==> config.mk <==
export PLATFORM = sky130hd
export DESIGN_NAME = uart_tx_fifo
export DESIGN_NICKNAME = d
export VERILOG_FILES = /design/src/rtl/uart_tx_fifo.sv
export SDC_FILE = /design/constraint.sdc
export NUM_CORES = 1
export LEC_CHECK = 0
export BUFFER_PORTS_ARGS = -buffer_cell sky130_fd_sc_hd__buf_2
export CORE_UTILIZATION = 50
export CTS_CLUSTER_DIAMETER = 100
export CTS_CLUSTER_SIZE = 16
export DETAILED_ROUTE_END_ITERATION = 8
export GPL_TIMING_DRIVEN = 0
export PLACE_DENSITY = 0.68
export SYNTH_ARGS = -nofsm -noshare
export SYNTH_HDL_FRONTEND = slang
export SYNTH_SLANG_ARGS = --single-unit
export TNS_END_PERCENT = 5
==> constraint.sdc <==
create_clock -name clk -period 7.33 [get_ports clk]
set_clock_uncertainty 0.2 [all_clocks]
set_input_delay 2.199 -clock clk [delete_from_list [all_inputs] [get_ports clk]]
set_output_delay 2.199 -clock clk [all_outputs]
set_load 0.01 [all_outputs]
==> src/rtl/uart_tx_fifo.sv <==
// UART transmitter with a small TX queue: host writes are edge-detected, buffered, and sent
// back-to-back as start/data/parity/stop frames on a registered, idle-high serial line.
module uart_tx_fifo #(
  parameter int unsigned CLK_FREQ   = 50000000,
  parameter int unsigned BAUD       = 9600,
  parameter int unsigned DATA_BITS  = 8,
  parameter int unsigned PARITY     = 0,
  parameter int unsigned STOP_BITS  = 1,
  parameter int unsigned FIFO_DEPTH = 4
) (
  input  logic                         clk,
  input  logic                         rst,
  input  logic                         enable,
  input  logic [DATA_BITS-1:0]         data_o_bus,
  output logic                         ready,
  output logic                         busy,
  output logic                         isDone,
  output logic                         overflow,
  output logic [$clog2(FIFO_DEPTH):0]  fifo_count,
  output logic                         bit_out
);

  localparam int unsigned ClksPerBit = CLK_FREQ / BAUD;
  localparam int unsigned CW         = (ClksPerBit > 1) ? $clog2(ClksPerBit) : 1;
  localparam int unsigned PW         = $clog2(FIFO_DEPTH);
  localparam int unsigned CntW       = PW + 1;
  localparam logic [CW-1:0]   BaudLast = CW'(ClksPerBit - 1);
  localparam logic [3:0]      IdxLast  = 4'(DATA_BITS - 1);
  localparam logic [CntW-1:0] CntFull  = CntW'(FIFO_DEPTH);

  typedef enum logic [2:0] {StIdle, StStart, StData, StParity, StStop} state_e;

  state_e                state_q, state_d;
  logic [CW-1:0]         baud_q, baud_d;
  logic [3:0]            idx_q, idx_d;
  logic [DATA_BITS-1:0]  shift_q, shift_d;
  logic                  par_q, par_d;
  logic                  stop_q, stop_d;
  logic                  bit_q, bit_d;
  logic                  enable_d_q;
  logic                  overflow_q;
  logic [PW-1:0]         wr_ptr_q, rd_ptr_q;
  logic [CntW-1:0]       count_q;
  logic [DATA_BITS-1:0]  mem [FIFO_DEPTH];

  logic                  push_req, push, pop, full, empty, done, baud_last, stop_last;
  logic [DATA_BITS-1:0]  head;

  assign push_req  = enable && !enable_d_q;
  assign full      = (count_q == CntFull);
  assign empty     = (count_q == '0);
  assign push      = push_req && !full;
  assign head      = mem[rd_ptr_q];
  assign baud_last = (baud_q == BaudLast);
  assign stop_last = (STOP_BITS == 1) || stop_q;

  // Storage has no reset; occupancy is tracked by the pointers and count.
  always_ff @(posedge clk) begin
    if (push) mem[wr_ptr_q] <= data_o_bus;
  end

  always_ff @(posedge clk or posedge rst) begin
    if (rst) begin
      enable_d_q <= 1'b0;
      overflow_q <= 1'b0;
      wr_ptr_q   <= '0;
      rd_ptr_q   <= '0;
      count_q    <= '0;
    end else begin
      enable_d_q <= enable;
      if (push_req && full) overflow_q <= 1'b1;
      if (push) wr_ptr_q <= wr_ptr_q + PW'(1);
      if (pop)  rd_ptr_q <= rd_ptr_q + PW'(1);
      if (push && !pop)      count_q <= count_q + CntW'(1);
      else if (pop && !push) count_q <= count_q - CntW'(1);
    end
  end

  always_ff @(posedge clk or posedge rst) begin
    if (rst) begin
      state_q <= StIdle;
      baud_q  <= '0;
      idx_q   <= '0;
      shift_q <= '0;
      par_q   <= 1'b0;
      stop_q  <= 1'b0;
      bit_q   <= 1'b1;
    end else begin
      state_q <= state_d;
      baud_q  <= baud_d;
      idx_q   <= idx_d;
      shift_q <= shift_d;
      par_q   <= par_d;
      stop_q  <= stop_d;
      bit_q   <= bit_d;
    end
  end

  always_comb begin
    state_d = state_q;
    baud_d  = baud_last ? '0 : baud_q + CW'(1);
    idx_d   = idx_q;
    shift_d = shift_q;
    par_d   = par_q;
    stop_d  = stop_q;
    pop     = 1'b0;
    done    = 1'b0;
    bit_d   = 1'b1;
    unique case (state_q)
      StIdle: begin
        baud_d = '0;
        if (!empty) begin
          pop     = 1'b1;
          state_d = StStart;
        end
      end
      StStart: begin
        if (baud_last) state_d = StData;
      end
      StData: begin
        if (baud_last) begin
          shift_d = shift_q >> 1;
          idx_d   = idx_q + 4'd1;
          if (idx_q == IdxLast) begin
            state_d = (PARITY != 0) ? StParity : StStop;
            stop_d  = 1'b0;
          end
        end
      end
      StParity: begin
        if (baud_last) begin
          state_d = StStop;
          stop_d  = 1'b0;
        end
      end
      StStop: begin
        if (baud_last) begin
          if (stop_last) begin
            done = 1'b1;
            // Chain straight into the next start bit when more characters are queued.
            if (!empty) begin
              pop     = 1'b1;
              state_d = StStart;
            end else begin
              state_d = StIdle;
            end
          end else begin
            stop_d = 1'b1;
          end
        end
      end
      default: state_d = StIdle;
    endcase

    if (pop) begin
      shift_d = head;
      par_d   = ^head;
      idx_d   = '0;
      baud_d  = '0;
    end

    // Line value is registered from the next state so it changes with the state transition.
    case (state_d)
      StStart:  bit_d = 1'b0;
      StData:   bit_d = shift_d[0];
      StParity: bit_d = (PARITY == 2) ? par_d : ~par_d;
      default:  bit_d = 1'b1;
    endcase
  end

  assign ready      = !full;
  assign busy       = (state_q != StIdle);
  assign isDone     = done;
  assign overflow   = overflow_q;
  assign fifo_count = count_q;
  assign bit_out    = bit_q;

endmodule
# Yosys cells after proc, flatten, opt, wreduce, memory -nomap -nowiden
# Memories as Yosys holds them, arrays and structs flattened.
# Index checks and enable logic that the tools add are counted.
# word_totals
regBits	39
ram_bits	32
in_bits	11
out_inout_bits	8
elab_cells	75
memories	1
# op_classes
n_addsub	6
eq_ne	10
n_mux	28
bitwise_logic	1
reduce_logical	17
# memory_table
memory	depth	word_bits	rd	rd_clocked_by_memory_dff	write_ports	line	source
mem	4	8	1	0	1	44	logic [DATA_BITS-1:0] mem [FIFO_DEPTH];
# ops
op	n
2-to-1 mux 13 bit	3
2-to-1 mux 3 bit	8
2-to-1 mux 8 bit	3
case mux 3 bit (5 select lines)	1
adder 13 x 1 -> 13 bit (second input constant)	1
equality test 13 bit (second input constant)	1
equality test 3 x 2 -> 1 bit (second input constant)	4
2-to-1 mux 4 bit	3
2-to-1 mux 1 bit	8
parity 8 bit	1
equality test 3 x 1 -> 1 bit (second input constant)	2
equality test 3 bit (second input constant)	2
zero test 3 bit	2
nonzero test 2 bit	3
logical AND 1 bit	5
adder 2 x 1 -> 2 bit (second input constant)	2
adder 4 x 1 -> 4 bit (second input constant)	1
equality test 4 x 3 -> 1 bit (second input constant)	1
zero test 1 bit	4
adder 3 x 1 -> 3 bit (second input constant)	1
case mux 1 bit (3 select lines)	1
nonzero test 3 bit	1
subtractor 3 x 1 -> 3 bit (second input constant)	1
case mux 1 bit (2 select lines)	1
2 further kinds	2

# Longest topological paths before layout
# Gate-level depths: netlist of the first run.
# logic_depth
ltp_word	7
depth_mapped	11
ltp_nobuf	11

# Worst setup path before layout of the first run
# No wires, ideal clock.
# synth_timing
path_type	input to register
start	input enable
end	register count_q[2] (netlist: fifo_count[2])
setup_ps	79
arrival_ps	3529
path_slack_ps	3522
path_stages	8
path_cell_list	and3_1 clkbuf_1 ha_1 inv_1 fa_1 xor2_1 nor2_1 xor2_1
# synth_via
elab_chain_cells	5
# synth_lines
item	line	source
start: declaration	13	input logic enable,
logical AND 1 bit *	49	assign push_req = enable && !enable_d_q;
logical AND 1 bit *	52	assign push = push_req && !full;
net push	46	logic push_req, push, pop, full, empty, done, baud_last, stop_last;
zero test 1 bit	75	else if (pop && !push) count_q <= count_q - CntW'(1);
logical AND 1 bit	75	
nonzero test 2 bit (no line)	-	
end signal: assignment	74	if (push && !pop) count_q <= count_q + CntW'(1);
end signal: assignment	75	
end: declaration	43	logic [CntW-1:0] count_q;
# The timed path passes the listed nets; every way through them passes the cells marked *.
# A chain may end at the register's enable or synchronous reset.

# Final worst setup path of the first run
# layout_timing
start	register baud_q[9]
end	output isDone
# layout_via
elab_chain_cells	3
# layout_lines
item	line	source
start: declaration	34	logic [CW-1:0] baud_q, baud_d;
start signal: assignment	90	baud_q <= baud_d;
equality test 13 bit	54	assign baud_last = (baud_q == BaudLast);
2-to-1 mux 1 bit	137	if (baud_last) begin
2-to-1 mux 1 bit	109	unique case (state_q)
end: declaration	17	output logic isDone,
# No other way between the ends.

==> impl_metrics.env, run 1 <==
export IMPL_vias=1776
export IMPL_synth_simple_area_share=0.129
export IMPL_arrival_ns=1.97
export IMPL_syn_inst=232
export IMPL_drv_cap=0
export IMPL_drt_wirelength_per_cell_um=14.8
export IMPL_r2r_cells=11
export IMPL_gp_congestion=0.705
export IMPL_num_antenna_cells=0
export IMPL_crit_fanout=5
export IMPL_synth_edf_count=32
export IMPL_fmax_mhz=229
export IMPL_synth_fa_ha_area_frac=0.0335
export IMPL_start_util=0.529
export IMPL_clock_sinks=71
export IMPL_status="finished, final reports clean"
export IMPL_critPathLaunchType="flip-flop"
export IMPL_grt_overflow=0
export IMPL_rows=28
export IMPL_io_buffers=18
export IMPL_slew_viol_final=0
export IMPL_r2r_end="fifo_count[2]"
export IMPL_cts_root_buf="clkbuf_8"
export IMPL_synth_nets=251
export IMPL_async_flop_share=0.549
export IMPL_netlist_area_um2=3210
export IMPL_cts_hold_buffers_added=0
export IMPL_crit_end="isDone"
export IMPL_boundaryPins=19
export IMPL_drc=0
export IMPL_syn_to_final_growth_pct=13.3
export IMPL_synthFlopType="dfrtp_1"
export IMPL_rsz0062_at_grt="no"
export IMPL_r2r_slack_ns=4.31
export IMPL_relSlewSlack=0.472
export IMPL_cts_buffer_depth=2
export IMPL_antenna_left=0
export IMPL_hold_viol=0
export IMPL_grt_usage=0.178
export IMPL_drive_gt1_frac=0.226
export IMPL_htreeDepth=3
export IMPL_power_mw=0.960
export IMPL_crit_required_ns=4.93
export IMPL_final_nets=280
export IMPL_ys_seq_area_frac=0.604
export IMPL_postCtsResizedCells=0
export IMPL_p_per_area_nw_per_um2=264
export IMPL_path_clk_slew_ns=0.08
export IMPL_first_pass_iters=4
export IMPL_die_h_um=82.1
export IMPL_drtIter0Drc=94
export IMPL_clkLatencyLatePin_ns=0.34
export IMPL_finalCritPeriodShare=0.597
export IMPL_fp_coreArea_um2=6060
export IMPL_synth_seq_cells=71
export IMPL_avgSynthCellArea_um2=13.8
export IMPL_synth_cell_types=49
export IMPL_antenna_found_initial=0
export IMPL_p_leak_nw=1.47
export IMPL_yosys_warnings=0
export IMPL_min_path_cells=1
export IMPL_vdd_drop_max_mv=0.180
export IMPL_numCtsBuffers=9
export IMPL_setup_violations=0
export IMPL_cts_setup_buffers=0
export IMPL_cts_tree="done"
export IMPL_reg2reg_from="baud_q[0]"
export IMPL_fin_setup_tns_ns=0
export IMPL_via_per_inst=5.21
export IMPL_die_area_um2=6740
export IMPL_first_global_vias=1813
export IMPL_synth_compound_gate_area_share=0.0530
export IMPL_worstSetupStartpoint="baud_q[9]"
export IMPL_post_dp_hpwl_um=3520
export IMPL_grt_pass1_wl_um=8560
export IMPL_min_period_ns=4.37
export IMPL_hold_path_class="flip-flop to flip-flop"
export IMPL_totalWireLength_um=5030
export IMPL_tightestPinTransition_ns=0.791
export IMPL_cp_end_kind="output pin"
export IMPL_critPathKind="flip-flop to output pin"
export IMPL_synth_area_mux_share=0.0850
export IMPL_synthXorXnorAreaFrac=0.0710
export IMPL_grt_max_degree=40
export IMPL_synth_top_family_by_area="simple AND/OR/NAND/NOR gates"
export IMPL_fp_dieW_um=82.1
==> cell usage in the layout (no fill, tap or decap), drive strengths merged, types with 2 or more instances in the layout <==
master  instances
dfrtp          38
edfxtp         32
nor2           22
buf            21
nand2          17
xnor2          16
inv            12
clkbuf         12
xor2           10
mux4            8
mux2i           7
ha              7
o21ai           7
nand3           6
and2            5
and3            5
a31oi           3
a21o            3
nand4           3
bufinv          3
a22o            3
clkinv          3
o31ai           2
nand3b          2
nor4            2
mux2            2
a21oi           2
==> critical path: stages, from the launching register on <==
cell and delay (ns):
dfrtp_1 0.43, nor4b_1 0.60, nand3_1 0.22, nor4_1 0.21, buf_2 0.18
==> logic make-up after synthesis <==
kind of cell / after synthesis
multiplexers: 17
adder cells (fa/ha/maj): 8
AND/OR/NAND/NOR: 71
flip-flops: 71
AO/OA/AOI/OAI: 22
XOR/XNOR: 26
buffers and inverters: 17
==> synthesized netlist by cell type (2+ instances only) <==
master    instances  share of area
o21ai_1           4         0.0062
nand3b_1          2         0.0047
clkbuf_1          3         0.0035
and3_2            2         0.0047
a31oi_1           3         0.0059
edfxtp_1         32           0.30
nand2_1          17          0.020
nand3_1           6         0.0094
xor2_1           10          0.027
mux2i_1           7          0.022
inv_1            10          0.012
o21ai_0           3         0.0047
dfrtp_1          38           0.30
nor2_1           21          0.025
and3_1            3         0.0059
a21o_1            3         0.0070
a22o_1            2         0.0055
and2_1            4         0.0078
xnor2_1          16          0.044
o31ai_1           2         0.0047
mux4_2            8          0.056
nand4_1           3         0.0059
ha_1              7          0.027
==> stage by stage <==
stage | instances | hold slack, ns | instance area, µm² | setup slack (ns) | utilization
floorplan | 232 | 0.249 | 3210 | 3.52 | -
detailed placement | 325 | 0.267 | 3390 | 3.28 | 0.560
global route | 341 | 0.303 | 3640 | 2.88 | 0.600
global placement | 325 | 0.249 | 3390 | 3.30 | 0.560
finish | 341 | 0.282 | 3640 | 2.96 | 0.600
CTS | 341 | 0.284 | 3640 | 2.98 | 0.600
==> metal layers <==
layer	vias up	routed length, µm	global-route usage
met5	-	0	0
met4	0	97	0.0842
met3	9	128	0.0462
met2	19	2310	0.274
met1	858	2500	0.237
li1	890	-	-
==> worst min path at each step <==
stage               slack (ns)        from         end
floorplan                 0.25  shift_q[3]  shift_q[3]
detailed placement        0.27    overflow    overflow
finish                    0.28  shift_q[5]  shift_q[5]
CTS                       0.28    overflow    overflow
global placement          0.25    overflow    overflow
global route              0.30  shift_q[3]  shift_q[3]
==> area by class of cell <==
cell class,count,area [µm²]
sequential,71,1940
tap,75,93.8
buffer,6,35.0
clock inverter,7,120
clock buffer,9,124
timing repair buffer,18,90.1
fill,470,2420
inverter,11,41.3
multi-input combinational,144,1190
==> where the power goes <==
group / internal (mW) / total (mW) / leakage, nW / switching, mW
combinational: 0.0481 / 0.106 / 0.571 / 0.0584
clock: 0.227 / 0.377 / 0.121 / 0.150
sequential: 0.453 / 0.476 / 0.773 / 0.0230
==> sequential cells by signal (all words and copies together) (netlist names) <==
name        count
wr_ptr_q        2
mem            32
shift_q         8
state_q         3
idx_q           4
enable_d_q      1
fifo_count      3
bit_out         1
rd_ptr_q        2
overflow        1
baud_q         13
par_q           1
No activity file was read; power rests on OpenSTA's default activity.
==> run 2, diff against run 1 <==
Settings changed: ABC_AREA set to 1, PLACE_DENSITY 0.68 to 0.7.
Clock period 7.33 ns to 4 ns, I/O delays scaled along.
==> run 2 against run 1 <==
Against the previous run: combinational power is 110% higher; utilization is 1.0 points lower; worst hold slack worse by 0.0050 ns; routed wire length is 29% higher; cell area is 5.9% higher; die area is 7.7% higher; global-route usage is 2.3 points higher; sequential power is 82% higher; setup slack worse by 2.1 ns; cell count is 43% higher; register-to-register slack worse by 3.2 ns; highest routed layer unchanged.
==> impl_metrics.env, run 2 <==
export IMPL_cp_end_kind="output pin"
export IMPL_cts_hold_buffers_added=0
export IMPL_numCtsBuffers=9
export IMPL_synth_cell_types=40
export IMPL_arrival_ns=1.79
export IMPL_synth_area_mux_share=0.00325
export IMPL_drt_wirelength_per_cell_um=13.3
export IMPL_synthTopCellsByCount="nand2_1, inv_1, dfrtp_1"
export IMPL_synth_seq_cells=71
export IMPL_grt_usage=0.202
export IMPL_drive_gt1_frac=0.146
export IMPL_yosys_top_cells_area="edfxtp_1, dfrtp_1, nand2_1"
export IMPL_cts_setup_buffers=0
export IMPL_relSlewSlack=0.459
export IMPL_avgSynthCellArea_um2=9.20
export IMPL_final_nets=424
export IMPL_p_leak_nw=1.81
export IMPL_ys_seq_area_frac=0.560
export IMPL_slew_viol_final=0
export IMPL_yosys_warnings=0
export IMPL_synth_compound_gate_area_share=0.0571
export IMPL_yosysMostFrequentCell="nand2_1"
export IMPL_start_util=0.530
export IMPL_grt_overflow=0
export IMPL_vdd_drop_max_mv=0.266
export IMPL_largest_reg_flops=32
export IMPL_synth_simple_area_share=0.254
export IMPL_postCtsResizedCells=0
export IMPL_cts_tree="done"
export IMPL_p_per_area_nw_per_um2=437
export IMPL_synth_top_area_frac=0.278
export IMPL_post_dp_hpwl_um=4530
export IMPL_hold_viol=0
export IMPL_first_pass_iters=6
export IMPL_netlist_area_um2=3460
export IMPL_cts_buffer_depth=2
export IMPL_synthXorXnorAreaFrac=0.0249
export IMPL_synth_edf_count=32
export IMPL_antenna_found_initial=0
export IMPL_antenna_left=0
export IMPL_grt_pass1_wl_um=11100
export IMPL_num_antenna_cells=0
export IMPL_critPathKind="flip-flop to output pin"
export IMPL_fin_area_um2=3850
export IMPL_setup_violations=0
export IMPL_fp_coreArea_um2=6530
export IMPL_dpl_worst_slack_ns=1.04
export IMPL_top_register="mem"
export IMPL_drv_cap=0
export IMPL_crit_fanout=6
export IMPL_async_flop_share=0.549
export IMPL_min_period_ns=3.19
export IMPL_synthFlopType="dfrtp_1"
export IMPL_fmax_mhz=314
export IMPL_finalCritPeriodShare=0.796
export IMPL_synth_nets=395
export IMPL_tightestPinTransition_ns=0.810
export IMPL_gp_congestion=0.875
export IMPL_rows=29
export IMPL_via_per_inst=5.16
export IMPL_grt_max_degree=40
export IMPL_synth_top_cell_by_area="edfxtp_1"
export IMPL_first_global_vias=2446
export IMPL_io_buffers=18
export IMPL_htreeDepth=3
export IMPL_vias=2515
export IMPL_die_area_um2=7260
export IMPL_fp_dieW_um=85.2
export IMPL_synth_fa_ha_area_frac=0.0311
export IMPL_path_clk_slew_ns=0.08
export IMPL_worst_slack_ns=0.815
export IMPL_status="finished, final reports clean"
export IMPL_die_h_um=85.2
export IMPL_boundaryPins=19
export IMPL_reg_top3="mem x32, baud_q x13, shift_q x8"
export IMPL_clock_sinks=71
export IMPL_mostFrequentLayoutCell="nand2_1"
export IMPL_final_cell_mix="nand2_1, inv_1, dfrtp_1"
export IMPL_totalWireLength_um=6490
export IMPL_synth_top_family_by_area="simple AND/OR/NAND/NOR gates"
export IMPL_drtIter0Drc=115
export IMPL_hold_path_class="flip-flop to flip-flop"
export IMPL_syn_inst=376
export IMPL_crit_required_ns=2.60
export IMPL_cts_root_buf="clkbuf_8"
export IMPL_placed_area_um2=3650
export IMPL_critPathLaunchType="flip-flop"
export IMPL_fin_setup_tns_ns=0
export IMPL_rsz0062_at_grt="no"
export IMPL_drc=0
export IMPL_clkLatencyLatePin_ns=0.34
export IMPL_syn_to_final_growth_pct=11.3
[run 2: cell types whose count changed after synthesis, sizes merged, moves of 4 or more]
cell / previous run / this run
and2: 5 / 0
mux4: 8 / 0
and3: 5 / 0
mux2i: 7 / 0
nand2: 17 / 126
o221ai: 0 / 6
nor2: 22 / 34
xnor2: 16 / 2
inv: 11 / 49
nand3: 6 / 28
a21oi: 2 / 6
nor3: 0 / 7
[run 2: final timing paths]
path                            from       endpoint  slack [ns]  depth (start not counted)
max reg2reg                baud_q[0]  fifo_count[1]        1.08                         13
min reg2reg                 overflow       overflow        0.28                          1
min                         overflow       overflow        0.28                          1
max in group asynchronous        rst     state_q[0]        2.28                          2
min in group asynchronous        rst    wr_ptr_q[0]        0.81                          2
max                        baud_q[0]         isDone        0.81                          8
[run 2: routing by layer]
layer | GRT usage | up-vias | share of wire
li1 | - | 1279 | -
met1 | 0.275 | 1172 | 0.48
met2 | 0.315 | 54 | 0.47
met3 | 0.0399 | 10 | 0.042
met4 | 0.0894 | 0 | 0.016
met5 | 0 | - | 0
[run 2: area by class of cell]
cell class              instances  area (µm²)
clock inverters                 7        80.1
plain buffers                   7        48.8
multi-input cells             248        1280
inverters                      50         191
clock buffers                   9         124
flip-flops and latches         71        1940
well taps                      77        96.3
fillers                       561        2680
repair buffers                 18        90.1
[run 2: per-stage QoR]
stage | std cells | power [mW] | utilization | hold slack [ns]
detailed placement | 471 | 1.11 | 0.558 | 0.262
global route | 487 | 1.78 | 0.590 | 0.314
finish | 487 | 1.68 | 0.590 | 0.277
floorplan | 376 | 1.03 | - | 0.245
global placement | 471 | 1.10 | 0.558 | 0.258
CTS | 487 | 1.70 | 0.590 | 0.287
[run 2: worst max-delay path: stages (launching register included)]
cell and delay, ns:
dfrtp_1 0.44, ha_1 0.21, nand2_2 0.08, clkinv_2 0.06, nand2_2 0.06, nor2_4 0.13, nand2_4 0.09, nor3b_2 0.20
buf_2 0.16
[run 2: cells by family after synthesis]
| kind of cell | after synthesis |
|---|---|
| buf+inv | 57 |
| compound gates | 29 |
| flops | 71 |
| xor+xnor | 9 |
| simple gates | 201 |
| fa+ha+maj | 8 |
| mux | 1 |
[run 2: power by group]
| group | leakage (nW) | internal (mW) | switching [mW] |
|---|---|---|---|
| logic | 0.946 | 0.0838 | 0.143 |
| clock network | 0.0968 | 0.295 | 0.294 |
| registers | 0.773 | 0.831 | 0.0370 |
